==> src/rtl/hilo_pkg.sv <==
// hilo_pkg: op codes, FSM encoding and shared constants for the HI/LO unit.
// Optional divide support is enabled with the HILO_DIV_EN macro.
// Iteration count is derived from the bits retired per RUN cycle.
package hilo_pkg;

  localparam logic [2:0] OP_MULT  = 3'b000;
  localparam logic [2:0] OP_MULTU = 3'b001;
  localparam logic [2:0] OP_MADD  = 3'b010;
  localparam logic [2:0] OP_MSUB  = 3'b011;
  localparam logic [2:0] OP_MTHI  = 3'b100;
  localparam logic [2:0] OP_MTLO  = 3'b101;
  localparam logic [2:0] OP_DIV   = 3'b110;
  localparam logic [2:0] OP_DIVU  = 3'b111;

  typedef enum logic [1:0] {
    S_IDLE  = 2'd0,
    S_RUN   = 2'd1,
    S_SIGN  = 2'd2,
    S_WRITE = 2'd3
  } state_t;

  // Wide enough to hold N-1 for the slowest legal setting (N = 32).
  localparam int CNT_W = 5;

  // Quotient reported for a zero divisor.
  localparam logic [31:0] DIV0_QUOT = 32'hFFFFFFFF;

  function automatic int iter_count(input int bpc);
    return 32 / bpc;
  endfunction

endpackage

==> src/rtl/hilo_iter_core.sv <==
// hilo_iter_core: one RUN-cycle datapath step, purely combinational.
// Multiply: shift-add BITS_PER_CYCLE multiplier bits into the 64-bit accumulator.
// With HILO_DIV_EN: restoring divide, acc = {remainder, dividend/quotient}.
module hilo_iter_core #(
  parameter int BITS_PER_CYCLE = 1
) (
`ifdef HILO_DIV_EN
  input  logic        i_div,
`endif
  input  logic [63:0] i_acc,
  input  logic [63:0] i_mcand,
  input  logic [31:0] i_mplier,
  output logic [63:0] o_acc,
  output logic [63:0] o_mcand,
  output logic [31:0] o_mplier
);

`ifdef HILO_DIV_EN
  logic [32:0] w_rem;
`endif

  // Retire BITS_PER_CYCLE multiplier bits, or BITS_PER_CYCLE quotient bits when dividing.
  always_comb begin
    o_acc    = i_acc;
    o_mcand  = i_mcand;
    o_mplier = i_mplier;
`ifdef HILO_DIV_EN
    w_rem    = '0;
    if (i_div) begin
      // Divisor lives in i_mcand[31:0] and is left untouched.
      for (int k = 0; k < BITS_PER_CYCLE; k++) begin
        w_rem = {o_acc[63:32], o_acc[31]};
        o_acc = {o_acc[62:0], 1'b0};
        if (w_rem >= {1'b0, i_mcand[31:0]}) begin
          w_rem    = w_rem - {1'b0, i_mcand[31:0]};
          o_acc[0] = 1'b1;
        end
        // Partial remainder is always below the divisor, so it fits 32 bits.
        o_acc[63:32] = w_rem[31:0];
      end
    end else
`endif
    begin
      for (int k = 0; k < BITS_PER_CYCLE; k++) begin
        if (i_mplier[k]) begin
          o_acc = o_acc + (i_mcand << k);
        end
      end
      o_mcand  = i_mcand << BITS_PER_CYCLE;
      o_mplier = i_mplier >> BITS_PER_CYCLE;
    end
  end

endmodule

==> src/rtl/hilo_muldiv_unit.sv <==
// hilo_muldiv_unit: HI/LO registers plus iterative MULT/MULTU/MADD/MSUB and MTHI/MTLO.
// Latency: Done in cycle N+3 after Start (N = 32/BITS_PER_CYCLE); MTHI/MTLO Done next cycle.
// Busy while in flight; Start while Busy is ignored. HILO_DIV_EN adds DIV/DIVU.
module hilo_muldiv_unit
  import hilo_pkg::*;
#(
  parameter int BITS_PER_CYCLE = 1
) (
  input  logic        Clk,
  input  logic        Reset,
  input  logic        Start,
  input  logic [2:0]  Op,
  input  logic [31:0] A,
  input  logic [31:0] B,
  input  logic        Flush,
  output logic        Busy,
  output logic        Done,
  output logic [31:0] Hi,
  output logic [31:0] Lo
);

  localparam int N = iter_count(BITS_PER_CYCLE);

  state_t           r_state;
  logic [CNT_W-1:0] r_cnt;
  logic [2:0]       r_op;
  logic             r_neg;
  logic [63:0]      r_acc;
  logic [63:0]      r_mcand;
  logic [31:0]      r_mplier;
  logic [31:0]      r_hi;
  logic [31:0]      r_lo;
  logic             r_done;
`ifdef HILO_DIV_EN
  logic             r_rneg;
  logic             r_dz;
`endif

  logic        w_is_div;
  logic        w_is_iter;
  logic        w_signed;
  logic        w_a_neg;
  logic        w_b_neg;
  logic [31:0] w_a_mag;
  logic [31:0] w_b_mag;
  logic [63:0] w_acc_nxt;
  logic [63:0] w_mcand_nxt;
  logic [31:0] w_mplier_nxt;
  logic [63:0] w_acc_fix;
  logic [63:0] w_hilo_wr;

`ifdef HILO_DIV_EN
  assign w_is_div = (Op == OP_DIV) || (Op == OP_DIVU);
`else
  assign w_is_div = 1'b0;
`endif
  assign w_is_iter = ~Op[2] | w_is_div;
  assign w_signed  = (Op != OP_MULTU) && (Op != OP_DIVU);
  assign w_a_neg   = w_signed & A[31];
  assign w_b_neg   = w_signed & B[31];
  assign w_a_mag   = w_a_neg ? -A : A;
  assign w_b_mag   = w_b_neg ? -B : B;

  hilo_iter_core #(
    .BITS_PER_CYCLE(BITS_PER_CYCLE)
  ) u_core (
`ifdef HILO_DIV_EN
    .i_div   (r_op[2]),
`endif
    .i_acc   (r_acc),
    .i_mcand (r_mcand),
    .i_mplier(r_mplier),
    .o_acc   (w_acc_nxt),
    .o_mcand (w_mcand_nxt),
    .o_mplier(w_mplier_nxt)
  );

  // Sign fix-up: negate the product, or quotient/remainder independently when dividing.
  always_comb begin
    w_acc_fix = r_neg ? -r_acc : r_acc;
`ifdef HILO_DIV_EN
    if (r_op[2]) begin
      w_acc_fix[31:0]  = r_dz ? DIV0_QUOT : (r_neg ? -r_acc[31:0] : r_acc[31:0]);
      w_acc_fix[63:32] = r_rneg ? -r_acc[63:32] : r_acc[63:32];
    end
`endif
  end

  // Value written into {HI,LO}: plain product/quotient, or accumulate/subtract with wrap.
  always_comb begin
    case (r_op)
      OP_MADD: w_hilo_wr = {r_hi, r_lo} + r_acc;
      OP_MSUB: w_hilo_wr = {r_hi, r_lo} - r_acc;
      default: w_hilo_wr = r_acc;
    endcase
  end

  // Control FSM, iteration counter, work registers and HI/LO with Done pulse.
  always_ff @(posedge Clk or posedge Reset) begin
    if (Reset) begin
      r_state  <= S_IDLE;
      r_cnt    <= '0;
      r_op     <= '0;
      r_neg    <= 1'b0;
      r_acc    <= '0;
      r_mcand  <= '0;
      r_mplier <= '0;
      r_hi     <= '0;
      r_lo     <= '0;
      r_done   <= 1'b0;
`ifdef HILO_DIV_EN
      r_rneg   <= 1'b0;
      r_dz     <= 1'b0;
`endif
    end else begin
      r_done <= 1'b0;
      if (Flush) begin
        // Abort wins over everything, including a Start in IDLE and a pending write.
        r_state <= S_IDLE;
      end else begin
        case (r_state)
          S_IDLE: begin
            if (Start) begin
              if (Op == OP_MTHI) begin
                r_hi   <= A;
                r_done <= 1'b1;
              end else if (Op == OP_MTLO) begin
                r_lo   <= A;
                r_done <= 1'b1;
              end else if (w_is_iter) begin
                r_op    <= Op;
                r_cnt   <= CNT_W'(N - 1);
                r_state <= S_RUN;
                if (w_is_div) begin
                  r_acc    <= {32'b0, w_a_mag};
                  r_mcand  <= {32'b0, w_b_mag};
                  r_mplier <= '0;
                  // A zero divisor reports an all-ones quotient regardless of signs.
                  r_neg    <= (w_a_neg ^ w_b_neg) && (B != 32'd0);
                end else begin
                  r_acc    <= '0;
                  r_mcand  <= {32'b0, w_a_mag};
                  r_mplier <= w_b_mag;
                  r_neg    <= w_a_neg ^ w_b_neg;
                end
`ifdef HILO_DIV_EN
                r_rneg <= w_a_neg;
                r_dz   <= (B == 32'd0);
`endif
              end
            end
          end
          S_RUN: begin
            r_acc    <= w_acc_nxt;
            r_mcand  <= w_mcand_nxt;
            r_mplier <= w_mplier_nxt;
            if (r_cnt == '0) begin
              r_state <= S_SIGN;
            end else begin
              r_cnt <= r_cnt - 1'b1;
            end
          end
          S_SIGN: begin
            r_acc   <= w_acc_fix;
            r_state <= S_WRITE;
          end
          S_WRITE: begin
            {r_hi, r_lo} <= w_hilo_wr;
            r_done       <= 1'b1;
            r_state      <= S_IDLE;
          end
          default: r_state <= S_IDLE;
        endcase
      end
    end
  end

  assign Busy = (r_state != S_IDLE);
  assign Done = r_done;
  assign Hi   = r_hi;
  assign Lo   = r_lo;

endmodule

==> config.mk <==
export PLATFORM = sky130hd
export DESIGN_NAME = hilo_muldiv_unit
export DESIGN_NICKNAME = d
export VERILOG_FILES = /design/src/rtl/hilo_pkg.sv /design/src/rtl/hilo_iter_core.sv /design/src/rtl/hilo_muldiv_unit.sv
export SDC_FILE = /design/constraint.sdc
export NUM_CORES = 1
export LEC_CHECK = 0
export CAP_MARGIN = 20
export CORE_MARGIN = 3
export CORE_UTILIZATION = 60
export CTS_CLUSTER_DIAMETER = 200
export CTS_CLUSTER_SIZE = 24
export DETAILED_ROUTE_END_ITERATION = 6
export PLACE_DENSITY_LB_ADDON = 0.12
export SYNTH_ARGS = -nofsm -noshare
export SYNTH_HDL_FRONTEND = slang
export SYNTH_SLANG_ARGS = --single-unit
==> constraint.sdc <==
create_clock -name Clk -period 9.61 [get_ports Clk]
set_input_delay 1.922 -clock Clk [delete_from_list [all_inputs] [get_ports Clk]]
set_output_delay 1.922 -clock Clk [all_outputs]
set_load 0.05 [all_outputs]
* After elaboration in Yosys (flattened, before gate mapping)
Index checks and enable logic that the tools add are counted.
** Storage, ports and cells
- Register bits :: 235
- Input port bits :: 71
- Logic and storage cells :: 106
** Operators by class
- Bitwise logic cells :: 7
- Add/sub/neg operators :: 7
- Mux-type cells :: 45
- Eq/ne operators :: 23
- Reduce and logical (&&, ||, !) cells :: 14
** Operator list (number)
- 64-bit two-way mux :: 10
- 32-bit two-way mux :: 11
- 64-bit case mux with 2 select lines :: 2
- 32-bit case mux with 2 select lines :: 3
- 64-bit case mux with 3 select lines :: 1
- 64-bit adder :: 2
- 32-bit negator :: 2
- 64-bit negator :: 1
- 64-bit subtractor :: 1
- 5-bit two-way mux :: 5
- 2-bit != test, second input constant :: 9
- 3-bit != test, second input constant :: 6
- 2-bit two-way mux :: 6
- 6-bit AND reduction :: 2
- 5-bit case mux with 2 select lines :: 1
- 5-bit AND reduction :: 2
- 2-bit == test, second input constant :: 4
- 2-bit case mux with 4 select lines :: 1
- 8-bit AND reduction :: 1
- 7-bit AND reduction :: 1
- 3-bit == test, second input constant :: 2
- 2-bit nonzero test :: 3
- 5-bit zero test :: 1
- 5-bit by 1-bit subtractor with 5-bit output, second input constant :: 1
- other kinds (11) :: 18

* Longest topological paths before layout
- Word-level depth :: 9
- Depth in mapped cells :: 23
- Mapped depth without buffers :: 20

* Hierarchy
A second synthesis with hierarchy kept.
** Unflattened totals
- Cells, all modules :: 3076
- Area total of the unflattened synthesis :: 23383.7 um^2
** Modules (own cells, without submodules)
- hilo_muldiv_unit :: cells each 2296, times used 1, sequential area each 5880.6 um^2, area each 17878.4 um^2
- hilo_iter_core :: cells each 780, times used 1, sequential area each 0.0 um^2, area each 5505.3 um^2

* Least setup slack after synthesis
OpenSTA, ideal clock, no wires.
- Kind :: reg-to-reg
- From :: reg r_acc[24]
- To :: reg r_hi[29], in the netlist Hi[29]
- Clock period less this slack :: 5.176 ns
- Cell stages (with the launch flop) :: 22
- Data arrival time :: 5.098 ns
- Setup slack :: 4.434 ns
- Data required time :: 9.532 ns
- Buffers on the path :: 2
- Cell sequence :: dfrtp_1 -> buf_6 -> or4_4 -> or2_4 -> or4_4 -> or2_1 -> or3_4 -> nor3_1 -> nor2_1 -> xnor2_1 -> ha_1 -> clkbuf_1 -> a21o_1 -> a21o_1 -> a21o_1 -> a221o_1 -> o21bai_1 -> nand3_1 -> a31oi_1 -> o31ai_1 -> xnor2_1 -> a21oi_1
** Between the ends
- Cells in the longest elaborated chain, start to end :: 3
- Elaborated cells between the ends (all ways) :: 4
- Classes of those cells :: add/sub (2); mux (2)
** Ends and longest elaborated chain
- from (decl) :: RTL line hilo_muldiv_unit.sv:28 : logic [63:0] r_acc;
- from (signal assigned) :: RTL line hilo_muldiv_unit.sv:135 : r_acc <= {32'b0, w_a_mag};
- from (signal assigned) :: RTL line hilo_muldiv_unit.sv:154 : r_acc <= w_acc_nxt;
- from (signal assigned) :: RTL line hilo_muldiv_unit.sv:164 : r_acc <= w_acc_fix;
- 64-bit subtractor or 64-bit adder (tied branches) :: RTL line hilo_muldiv_unit.sv:93, hilo_muldiv_unit.sv:92
- 64-bit case mux with 2 select lines (*) :: RTL line hilo_muldiv_unit.sv:91 : case (r_op)
- 32-bit case mux with 2 select lines (*) :: RTL line hilo_muldiv_unit.sv:121 : case (r_state)
- to (signal assigned) :: RTL line hilo_muldiv_unit.sv:168 : {r_hi, r_lo} <= w_hilo_wr;
- to (decl) :: RTL line hilo_muldiv_unit.sv:31 : logic [31:0] r_hi;
Every way passes the cells marked *; elsewhere a longest branch is shown, timed or not.
A chain may end at the register's enable or synchronous reset.

* Final worst setup path
- From :: reg r_acc[2]
- To :: reg r_hi[26], in the netlist Hi[26]
Same word-level chain as after synthesis.

==> out/metrics.csv <==
metric;value;unit
status;finished, violations left;
failing checks;design-rule violations;
CP Max Fanout;8;
predominant post-synthesis flop cell;dfrtp_1;
post_cts resized;0;
final-layout fill cell count;3134;
Top Family by Delay on Critical Path;simple AND/OR/NAND/NOR gates;
Post-synth EDFFs;0;
cells along the critical path;nor4_1 -> nand3_1 -> or3_1 -> or3_1 -> or3_1 -> nand2_1 -> xor2_1 -> ha_1 -> nand2_1 -> or2_2 -> nor4_1 -> o21ai_0 -> a21oi_1 -> o211ai_1 -> o31ai_1 -> xnor2_1 -> a221oi_1;
vias in the first global route;20752;
Yosys top cell area share;0.269;
Yosys reg bits;235;
Post-synth top cells;386 x nand2_1, 330 x o21ai_0, 280 x a21oi_1;
CTS tree;done;
Initial Util;0.611;
r2r worst-path depth;17;
fin worst setup slack;3600;ps
register area;5880;sq um
DR pass1 iterations;7;
Worst Hold Depth;2;
max_slew headroom;0.264;
H-tree Lvls;1;
Mapped Nets;3130;
top cells by area, synth;dfrtp_1 27%, ha_1 7.8%, o21ai_0 7.6%;
core area;35700;sq um
CP Depth;17;
antenna viol nets, final;0;
Worst Path Buf+Inv;0;
clk sink count;235;
area delta synth->final;8.01;%
Final Cycle Share;0.625;
DRC;6;
antenna cells;0;
max_cap viols;0;
worst slack, placed;3770;ps
CP max stage delay;670;ps
fraction of registers with async set/reset;1.00;
DIE HEIGHT;197;um
drt total wl;79.5;mm
most frequent cell after synthesis;nand2_1;
Post-Place Cells;3343;
Rows;69;
die area;38700;sq um
min-delay src;r_mplier[23];
post-CTS setup buffer count;0;
CTS Hold Bufs;0;
via/cell ratio;6.83;
DR iter-0 viols;3209;
crit path launch type;flop;
global-route wire length before repair;121;mm
hold crit path type;reg2reg;
Seq/Total Area, Yosys;0.269;
Skew-Pair Late Insertion Delay;530;ps
vias;22954;
number of buffers added on ports;136;
area of the multi-input gates;15000;sq um
worst reg2reg path startpoint;r_acc[2];
worst slew pin tran;1100;ps
mean area per synthesized cell;7.48;sq um
R2R Setup Slk;3600;ps
Num CTS Buffers;13;
Routed WL per cell;23.7;um
clk_skew;30.5;ps
Reg clk slew, reported paths;120;ps
TNS Setup;0;ps
Slowest cell on crit path;o31ai_1;
clock tree buffer depth;3;
Top Ports;137;
pin count of the biggest net entering global routing;144;
gr ovfl total;0;
dpl hpwl;60.8;mm
initial antenna violation count;4;
Ys Warns;0;
FF-to-FF End;Hi[26];
Final Slew Violations;0;
hold endpoint;r_mplier[23];
Final Critical Period;6010;ps
Root Buffer;clkbuf_16;
worst hold slack;492;ps
CP required;10040;ps
critical path class;reg2reg;
layout cell share with drive strength beyond 1;0.0290;
synthesized cell area;21900;sq um
global placement routability congestion;1.04;
Fmax;166;MHz
Worst Path Arrival;6440;ps
final hold viol count;0;
GRT Total Usage;0.395;
crit-path most repeated cell;or3_1;
Cells after Synth;2921;
Yosys top cell by area;dfrtp_1;
count of final setup violators;0;
Die X;197;um
post-synth cell types;81;
RSZ-0062 raised after global routing;false;
Crit. End Element;flop;
Finished Layout Cells;3360;
nets;3108;
[registers in the layout, summed over array words and instances, names as in the netlist]
register  cells
r_op          2
r_mcand      64
r_state       2
r_cnt         5
r_neg         1
Lo           32
r_mplier     32
Done          1
Hi           32
r_acc        64
[worst max-delay path by stage]
stage          startpoint     end  slack [ps]
5_1_grt          r_acc[2]  Hi[26]        3270
6_report         r_acc[2]  Hi[26]        3600
3_5_place_dp     r_acc[2]  Hi[27]        3770
4_1_cts          r_acc[2]  Hi[26]        3770
2_1_floorplan       Reset    Done        1240
3_3_place_gp     r_acc[2]  Hi[26]        3900
[through the flow]
step / util / cell area (sq um)
final: 0.660 / 23600
after global routing: 0.660 / 23600
after CTS: 0.659 / 23600
after detailed placement: 0.650 / 23200
after global placement: 0.650 / 23200
after floorplan: - / 21900
[logic make-up (layout without fill, tap and decap cells)]
group	after synthesis	count (layout)	share of synthesized area
compound gates	1026	1026	0.286
simple gates	1018	1018	0.218
buf+inv	249	227	0.0438
xor+xnor	235	235	0.0942
flops	235	235	0.269
fa+ha+maj	138	138	0.0797
mux	20	20	0.00933
[metal layers]
metal,part of all wire,vias to the layer above,global-route usage
li1,-,10487,-
met3,0.14,183,0.0988
met1,0.43,10766,0.604
met2,0.39,1512,0.552
met4,0.034,6,0.109
met5,0.00047,-,0
[cell usage in the layout, fill, tap and decap left out, types with 113 or more instances in the layout]
cell type	Yosys	layout
nand2_1	386	386
o21ai_0	330	330
a21oi_1	280	280
nor2_1	273	273
dfrtp_1	235	234
clkdlybuf4s50_1	0	136
ha_1	136	134
xor2_1	122	122
a21o_1	115	114
xnor2_1	113	113
[worst reg2reg max path: cells and delay by family (launching register included)]
family | cells | cell delay (ps)
adder cells (fa/ha/maj) | 1 | 410
flip-flops | 1 | 490
AO/OA/AOI/OAI | 5 | 1720
XOR/XNOR | 2 | 230
AND/OR/NAND/NOR | 9 | 3110
[area by class of cell]
class                   instances  area share
repair buffers                157      0.0654
inverters                      55     0.00907
multi-input cells            2437       0.638
well taps                     461      0.0244
clock buffers                  14      0.0139
flip-flops and latches        235       0.249
clock inverters                 1    0.000318
Power is left out: the tool's default activity adds up to more than one toggle a clock period on the data nets, which glitch-free logic cannot reach.
